$ cat config.mk
export PLATFORM = sky130hd
export DESIGN_NAME = program_loader
export DESIGN_NICKNAME = d
export VERILOG_FILES = /design/src/rtl/loader_pkg.sv /design/src/rtl/loader_checksum.sv /design/src/rtl/program_loader.sv
export SDC_FILE = /design/constraint.sdc
export NUM_CORES = 1
export LEC_CHECK = 0
export ABC_CLOCK_PERIOD_IN_PS = 2850
export CORE_MARGIN = 2
export CORE_UTILIZATION = 40
export CTS_CLUSTER_SIZE = 12
export DETAILED_ROUTE_END_ITERATION = 7
export GPL_TIMING_DRIVEN = 0
export PLACE_DENSITY = 0.67
export SYNTH_ARGS = -nofsm -noshare
export SYNTH_HDL_FRONTEND = slang
export SYNTH_SLANG_ARGS = --single-unit
$ cat constraint.sdc
create_clock -name clock -period 2.85 [get_ports clock]
set_clock_uncertainty 0.15 [all_clocks]
set_input_delay 0.57 -clock clock [delete_from_list [all_inputs] [get_ports clock]]
set_output_delay 0.57 -clock clock [all_outputs]
set_load 0.01 [all_outputs]
$ cat src/rtl/loader_pkg.sv
// loader_pkg: shared types and constants for the boot-time program loader
package loader_pkg;
    typedef enum logic [2:0] {
        S_IDLE, S_LEN_HI, S_LEN_LO, S_DATA_HI, S_DATA_LO, S_CSUM, S_RUN, S_ERROR
    } state_t;
    localparam int WORD_WIDTH = 16;
    localparam int HDR_BYTES = 2;
    localparam logic [7:0] CSUM_INIT = 8'h00;
endpackage

$ cat src/rtl/loader_checksum.sv
// loader_checksum: running XOR of frame bytes with a compare against the incoming byte
module loader_checksum
    import loader_pkg::*;
(
    input  logic       clock,
    input  logic       reset,
    input  logic       clear,
    input  logic       en,
    input  logic [7:0] data,
    output logic       match
);
    logic [7:0] acc;
    always_ff @(posedge clock or posedge reset) begin
        if (reset) acc <= CSUM_INIT;
        else if (clear) acc <= CSUM_INIT;
        else if (en) acc <= acc ^ data;
    end
    assign match = data == acc;
endmodule

$ cat src/rtl/program_loader.sv
// program_loader: receives a framed byte stream, writes instruction words and
// holds the CPU in reset until a checksum-verified image is in memory
module program_loader
    import loader_pkg::*;
#(
    parameter int ADDR_WIDTH = 8
) (
    input  logic                  clock,
    input  logic                  reset,
    input  logic                  start,
    input  logic [7:0]            rx_data,
    input  logic                  rx_valid,
    output logic                  rx_ready,
    output logic                  imem_wr_en,
    output logic [ADDR_WIDTH-1:0] imem_wr_addr,
    output logic [WORD_WIDTH-1:0] imem_wr_data,
    output logic                  cpu_hold,
    output logic                  busy,
    output logic                  done,
    output logic                  error,
    output logic [ADDR_WIDTH:0]   word_count
);
    localparam logic [31:0] CAP = 32'(1) << ADDR_WIDTH;
    state_t state, state_n;
    logic [7:0] len_hi, hi;
    logic [ADDR_WIDTH:0] n_words;
    logic [8*HDR_BYTES-1:0] n_req;
    logic hs, go, last, match, bad_len;

    always_comb begin
        hs = rx_valid && rx_ready;
        go = start && (state == S_IDLE || state == S_RUN || state == S_ERROR);
        n_req = {len_hi, rx_data};
        bad_len = n_req == '0 || 32'(n_req) > CAP;
        last = word_count + (ADDR_WIDTH+1)'(1) == n_words;
        state_n = state;
        case (state)
            S_IDLE, S_RUN, S_ERROR: if (start) state_n = S_LEN_HI;
            S_LEN_HI:  if (hs) state_n = S_LEN_LO;
            S_LEN_LO:  if (hs) state_n = bad_len ? S_ERROR : S_DATA_HI;
            S_DATA_HI: if (hs) state_n = S_DATA_LO;
            S_DATA_LO: if (hs) state_n = last ? S_CSUM : S_DATA_HI;
            S_CSUM:    if (hs) state_n = match ? S_RUN : S_ERROR;
            default:   state_n = S_IDLE;
        endcase
    end

    always_ff @(posedge clock or posedge reset) begin
        if (reset) state <= S_IDLE;
        else state <= state_n;
    end

    // n_words only needs ADDR_WIDTH+1 bits once oversize lengths are rejected
    always_ff @(posedge clock or posedge reset) begin
        if (reset) begin
            len_hi <= '0;
            hi <= '0;
            n_words <= '0;
            word_count <= '0;
            imem_wr_en <= 1'b0;
            imem_wr_addr <= '0;
            imem_wr_data <= '0;
        end else begin
            imem_wr_en <= hs && state == S_DATA_LO;
            if (go) word_count <= '0;
            if (hs && state == S_LEN_HI) len_hi <= rx_data;
            if (hs && state == S_LEN_LO) n_words <= n_req[ADDR_WIDTH:0];
            if (hs && state == S_DATA_HI) hi <= rx_data;
            if (hs && state == S_DATA_LO) begin
                imem_wr_addr <= word_count[ADDR_WIDTH-1:0];
                imem_wr_data <= {hi, rx_data};
                word_count <= word_count + (ADDR_WIDTH+1)'(1);
            end
        end
    end

    loader_checksum u_csum (
        .clock(clock),
        .reset(reset),
        .clear(go),
        .en   (hs && state != S_CSUM),
        .data (rx_data),
        .match(match)
    );

    assign rx_ready = state inside {S_LEN_HI, S_LEN_LO, S_DATA_HI, S_DATA_LO, S_CSUM};
    assign busy = rx_ready;
    assign cpu_hold = state != S_RUN;
    assign done = state == S_RUN;
    assign error = state == S_ERROR;
endmodule

Word level (Yosys, flattened, before mapping)
Index checks and enable logic that the tools add are counted.
{ "totals": {"regBits": 70, "inputBits": 12, "out_inout_bits": 39} }
{ "classes": {"add_sub_neg": 1, "n_lt_le_gt_ge": 1, "n_eq_ne": 17, "n_mux": 14, "bitwise": 1, "n_reduce_logical": 17} }
{ "ops": {"columns": ["operator", "count"], "rows": [
  ["3-bit two-way mux", 8],
  ["9-bit two-way mux", 2],
  ["3-bit one-hot mux with 6 select lines", 1],
  ["16-bit by 9-bit > comparator with 1-bit output (second input constant)", 1],
  ["16-bit logical NOT", 1],
  ["8-bit two-way mux", 2],
  ["3-bit equality test (second input constant)", 4],
  ["2-bit != test (second input constant)", 6],
  ["9-bit by 1-bit adder with 9-bit output (second input constant)", 1],
  ["9-bit equality test", 1],
  ["8-bit equality test", 1],
  ["8-bit bitwise XOR", 1],
  ["1-bit logical AND", 7],
  ["3-bit by 2-bit equality test with 1-bit output (second input constant)", 2],
  ["3-bit != test (second input constant)", 2],
  ["6-bit AND reduction", 1],
  ["5-bit nonzero test", 1],
  ["2-bit nonzero test", 2],
  ["3-bit by 1-bit equality test with 1-bit output (second input constant)", 1],
  ["3-bit logical NOT", 1],
  ["1-bit logical OR", 3],
  ["3-bit OR reduction", 1],
  ["1-bit two-way mux", 1]
]} }

Longest topological paths before layout
{ "depth": {"word_depth": 6, "mapped_depth": 7, "mapped_depth_nobuf": 6} }

Cells and area by module
A second synthesis with hierarchy kept.
{ "hier_totals": {"cells_unflattened": 334, "hier_area_um2": 3300.7} }
{ "by_module_without_submodules": {"columns": ["mod", "instances", "cells_per_inst", "area_per_inst_um2", "seq_area_each_um2"], "rows": [
  ["program_loader", 1, 288, 2871.5, 1551.5],
  ["loader_checksum", 1, 46, 429.2, 200.2]
]} }

Least setup slack after synthesis
No wires, ideal clock.
{ "synth_timing": {"path_type": "register to output", "start": "register state[2]", "end": "output rx_ready", "t_arrival_ns": 1.236, "slack_ns": 0.894, "stages_incl_launch_ff": 5, "cell_sequence": "dfrtp_1 buf_6 or3_4 and2_1 buf_4"} }
{ "synth_between": {"elab_chain_len": 2, "elab_cells_between_ends": 6} }
{ "synth_rtl": {"columns": ["item", "line", "source"], "rows": [
  ["from (decl)", "program_loader.sv:24", "state_t state, state_n;"],
  ["from (signal assigned)", "program_loader.sv:50", "else state <= state_n;"],
  ["3-bit by 1-bit equality test with 1-bit output (tied with other cells)", "program_loader.sv:86", "assign rx_ready = state inside {S_LEN_HI, S_LEN_LO, S_DATA_HI, S_DATA_LO, S_CSUM};"],
  ["5-bit nonzero test (*)", "program_loader.sv:86", null],
  ["to (decl)", "program_loader.sv:13", "output logic rx_ready,"]
]} }
Mark *: on every way between the ends. The rest lies on a longest branch, timed or not.

Worst setup path in the final report
{ "layout_timing": {"start": "register state[0]", "end": "output rx_ready"} }
Same word-level chain as after synthesis.

==> metrics.cfg <==
[timing]
slew_viol_final = 0
hold_viol_final = 0
rsz0062_at_grt = false
worstMarginPinSlew_ns = 0.8515
fmax_mhz = 361.6
period_needed_ns = 2.766
period_share_pct = 97.04
max_slew_margin_pct = 43.23
finalSetupViolCount = 0

[min_path]
hold_path.class = flop to flop
hp-start = hi[1]

[pwr]
p_sw_share_pct = 34.41
peakVddDrop_mv = 0.6002
power.density_nw_per_um2 = 972.7
switchingPower_mw = 1.398
internal_power_mw = 2.664
seqPwrFrac_pct = 40.1
clkPwrFrac_pct = 20.3
leakagePower_nw = 1.878
combPwrFrac_pct = 39.6

[synthesis]
yosysSeqAreaShare_pct = 51.17
synth_common_cells = nand2_1, dfrtp_1, o21ai_0
synth-seq-cells = 70
netlist_area_um2 = 3423
synthTopCellsByArea = dfrtp_1, nand2_1, mux2_2
synth_edf_count = 0
synth_area_per_cell_um2 = 9.725
synth_top_flop_cell = dfrtp_1
synth_largest_area_cell = dfrtp_1
yosysMostFrequentCell = nand2_1
syn_inst = 352
synth_top_cell_area_share_pct = 51.17
ys_types = 45
synth_fp_nets = 365
ys_async_sr_fraction_pct = 100.0
yosys_warnings = 0

[finish]
final_core_util_pct = 50.58
fillers = 783
final_nets = 417
design_area_um2 = 4177
area_growth_pct = 22.00
drive_gt1_share_pct = 18.09
antenna_cells = 0

[critical_path]
end_kind = output pin
critPathSlowestCell = clkdlybuf4s50_1
cp_cell_sequence = buf_2 -> or3_4 -> and2_1 -> buf_4 -> clkdlybuf4s50_1
reg2reg_from = word_count[0]
cp.required_ns = 2.13
crit_path_max_fanout = 8
crit_start = state[0]
crit_type = flop to output pin
crit_family = buffers and inverters
critPathBufInv = 3
cp-start-kind = flop
slowest_delay_ns = 0.47
crit_arrival_ns = 2.05

[detailed_routing]
drt_wl_total_mm = 7.588
wl_met2_mm = 3.670
wl_met1_mm = 3.501
drc = 0
drt_iter0_markers = 101
dr.max_layer_used = met4
viasPerCell = 5.148
num_vias = 2646
wl_met3_um = 322
firstDrtPassIters = 4
wl_per_cell_um = 14.76
drt.antenna.violating_nets = 0

[global_routing]
antenna_found_initial = 0
gr-total-overflow = 0
grt_pass1_wl_mm = 12.92
grt_usage_pct = 18.20
first_global_vias = 2626
grt_max_degree = 71

[clock_tree]
clk_latency_ns = 0.34
post-cts-setup-buffers = 0
htree_num_levels = 3
cts_sinks = 70
holdBufCountCts = 0
cts_buffer_depth = 2
cts_tree = yes
cts_made_buffers = 9
cts_root_buf = clkbuf_8
path_clk_slew_ns = 0.08
post_cts_resized = 0

[run_status]
status = finished, final reports clean

[place]
dp_hpwl_mm = 5.277
port_buffers = 41
globalplace.congestion = 0.8231
postPlaceCellArea_um2 = 3968

[flow_run]
drv_cap = 0

[die]
pin_count = 51
die_h_um = 96.51
initial_core_util_pct = 41.45
dieArea_um2 = 9314
die_w_um = 96.51
rows = 33
coreArea_um2 = 8258

## power groups by stage
stage / registers (mW) / logic [mW] / clock network, mW
6_report: 1.63 / 1.61 / 0.825
5_1_grt: 1.68 / 1.78 / 0.891
4_1_cts: 1.63 / 1.63 / 0.845
3_5_place_dp: 1.65 / 1.62 / 0
3_3_place_gp: 1.64 / 1.58 / 0
2_1_floorplan: 1.66 / 0.996 / 0
## layer usage
metal,vias to the layer above,global-route usage (%)
met1,1282,24.36
met5,-,0
met2,61,29.57
li1,1292,-
met4,0,4.577
met3,11,4.810
## logic make-up after synthesis
| kind of cell | after synthesis | share of synthesized area, % |
|---|---|---|
| AOI/OAI and AO/OA | 51 | 8.773 |
| xor gates and xnor gates | 22 | 5.629 |
| adders and majority gates | 1 | 0.3654 |
| buffers and inverters | 30 | 4.678 |
| DFF | 70 | 51.17 |
| muxes | 25 | 8.224 |
| and+or+nand+nor | 153 | 21.16 |
## path summary, 6_finish.rpt
path / to / slack (ns) / depth (start not counted)
hold / removal: imem_wr_data[9] / 0.32 / 2
max in group asynchronous: len_hi[5] / 1.39 / 2
setup reg to reg: state[2] / 0.80 / 6
hold reg to reg: imem_wr_data[9] / 0.32 / 2
setup / recovery: rx_ready / 0.08 / 5
min in group asynchronous: imem_wr_addr[1] / 0.60 / 2
## flip-flops by register name (all words and copies together), names as in the netlist
name and cells:
len_hi 8, word_count 9, u_csum.acc 8, hi 8, imem_wr_addr 8, imem_wr_data 16, n_words 9, imem_wr_en 1
state 3
## through the flow
stage                     TNS, ns  hold WS, ns  instances  total power [mW]  worst slack (ns)
final                           0       0.3203        514             4.062           0.08448
after floorplan                 0       0.2831        352             2.653            0.3618
after global routing            0       0.3433        514             4.356          0.007630
after CTS                       0       0.3277        514             4.100           0.05950
after detailed placement        0       0.3109        498             3.265            0.4488
after global placement     -58.87       0.2936        498             3.212           -0.8446
## placed cells by master, fill, tap and decap left out, types with 2 or more instances in the layout
| cell type | n |
|---|---|
| nor4_1 | 6 |
| a21oi_1 | 6 |
| xor2_1 | 14 |
| nor2_1 | 20 |
| clkbuf_8 | 11 |
| clkdlybuf4s50_1 | 41 |
| buf_4 | 3 |
| nand3b_1 | 2 |
| buf_2 | 12 |
| mux2_2 | 25 |
| clkbuf_1 | 5 |
| dfrtp_1 | 70 |
| clkbuf_2 | 5 |
| and3_1 | 3 |
| clkinvlp_4 | 3 |
| nand3_1 | 11 |
| o21ai_1 | 6 |
| nand2_1 | 87 |
| nand4b_1 | 2 |
| o21ai_0 | 27 |
| xnor2_1 | 8 |
| buf_6 | 2 |
| nand4_1 | 2 |
| nand2b_1 | 9 |
| o22ai_1 | 3 |
## layout make-up
type | instances | area, um^2 | share of cell area, %
tap | 105 | 131.4 | 3.146
clock buffer | 11 | 151.4 | 3.625
multi-input combinational | 252 | 1511 | 36.19
buffer | 27 | 148.9 | 3.565
timing repair buffer | 41 | 410.4 | 9.826
sequential | 70 | 1752 | 41.94
clock inverter | 5 | 57.56 | 1.378
inverter | 3 | 13.76 | 0.3295
## worst min-delay path, delay by kind of cell, from the launching register on
kind / cells / cell delay (ns)
flops: 1 / 0.34
simple gates: 2 / 0.10
No activity file was read; power rests on OpenSTA's default activity.
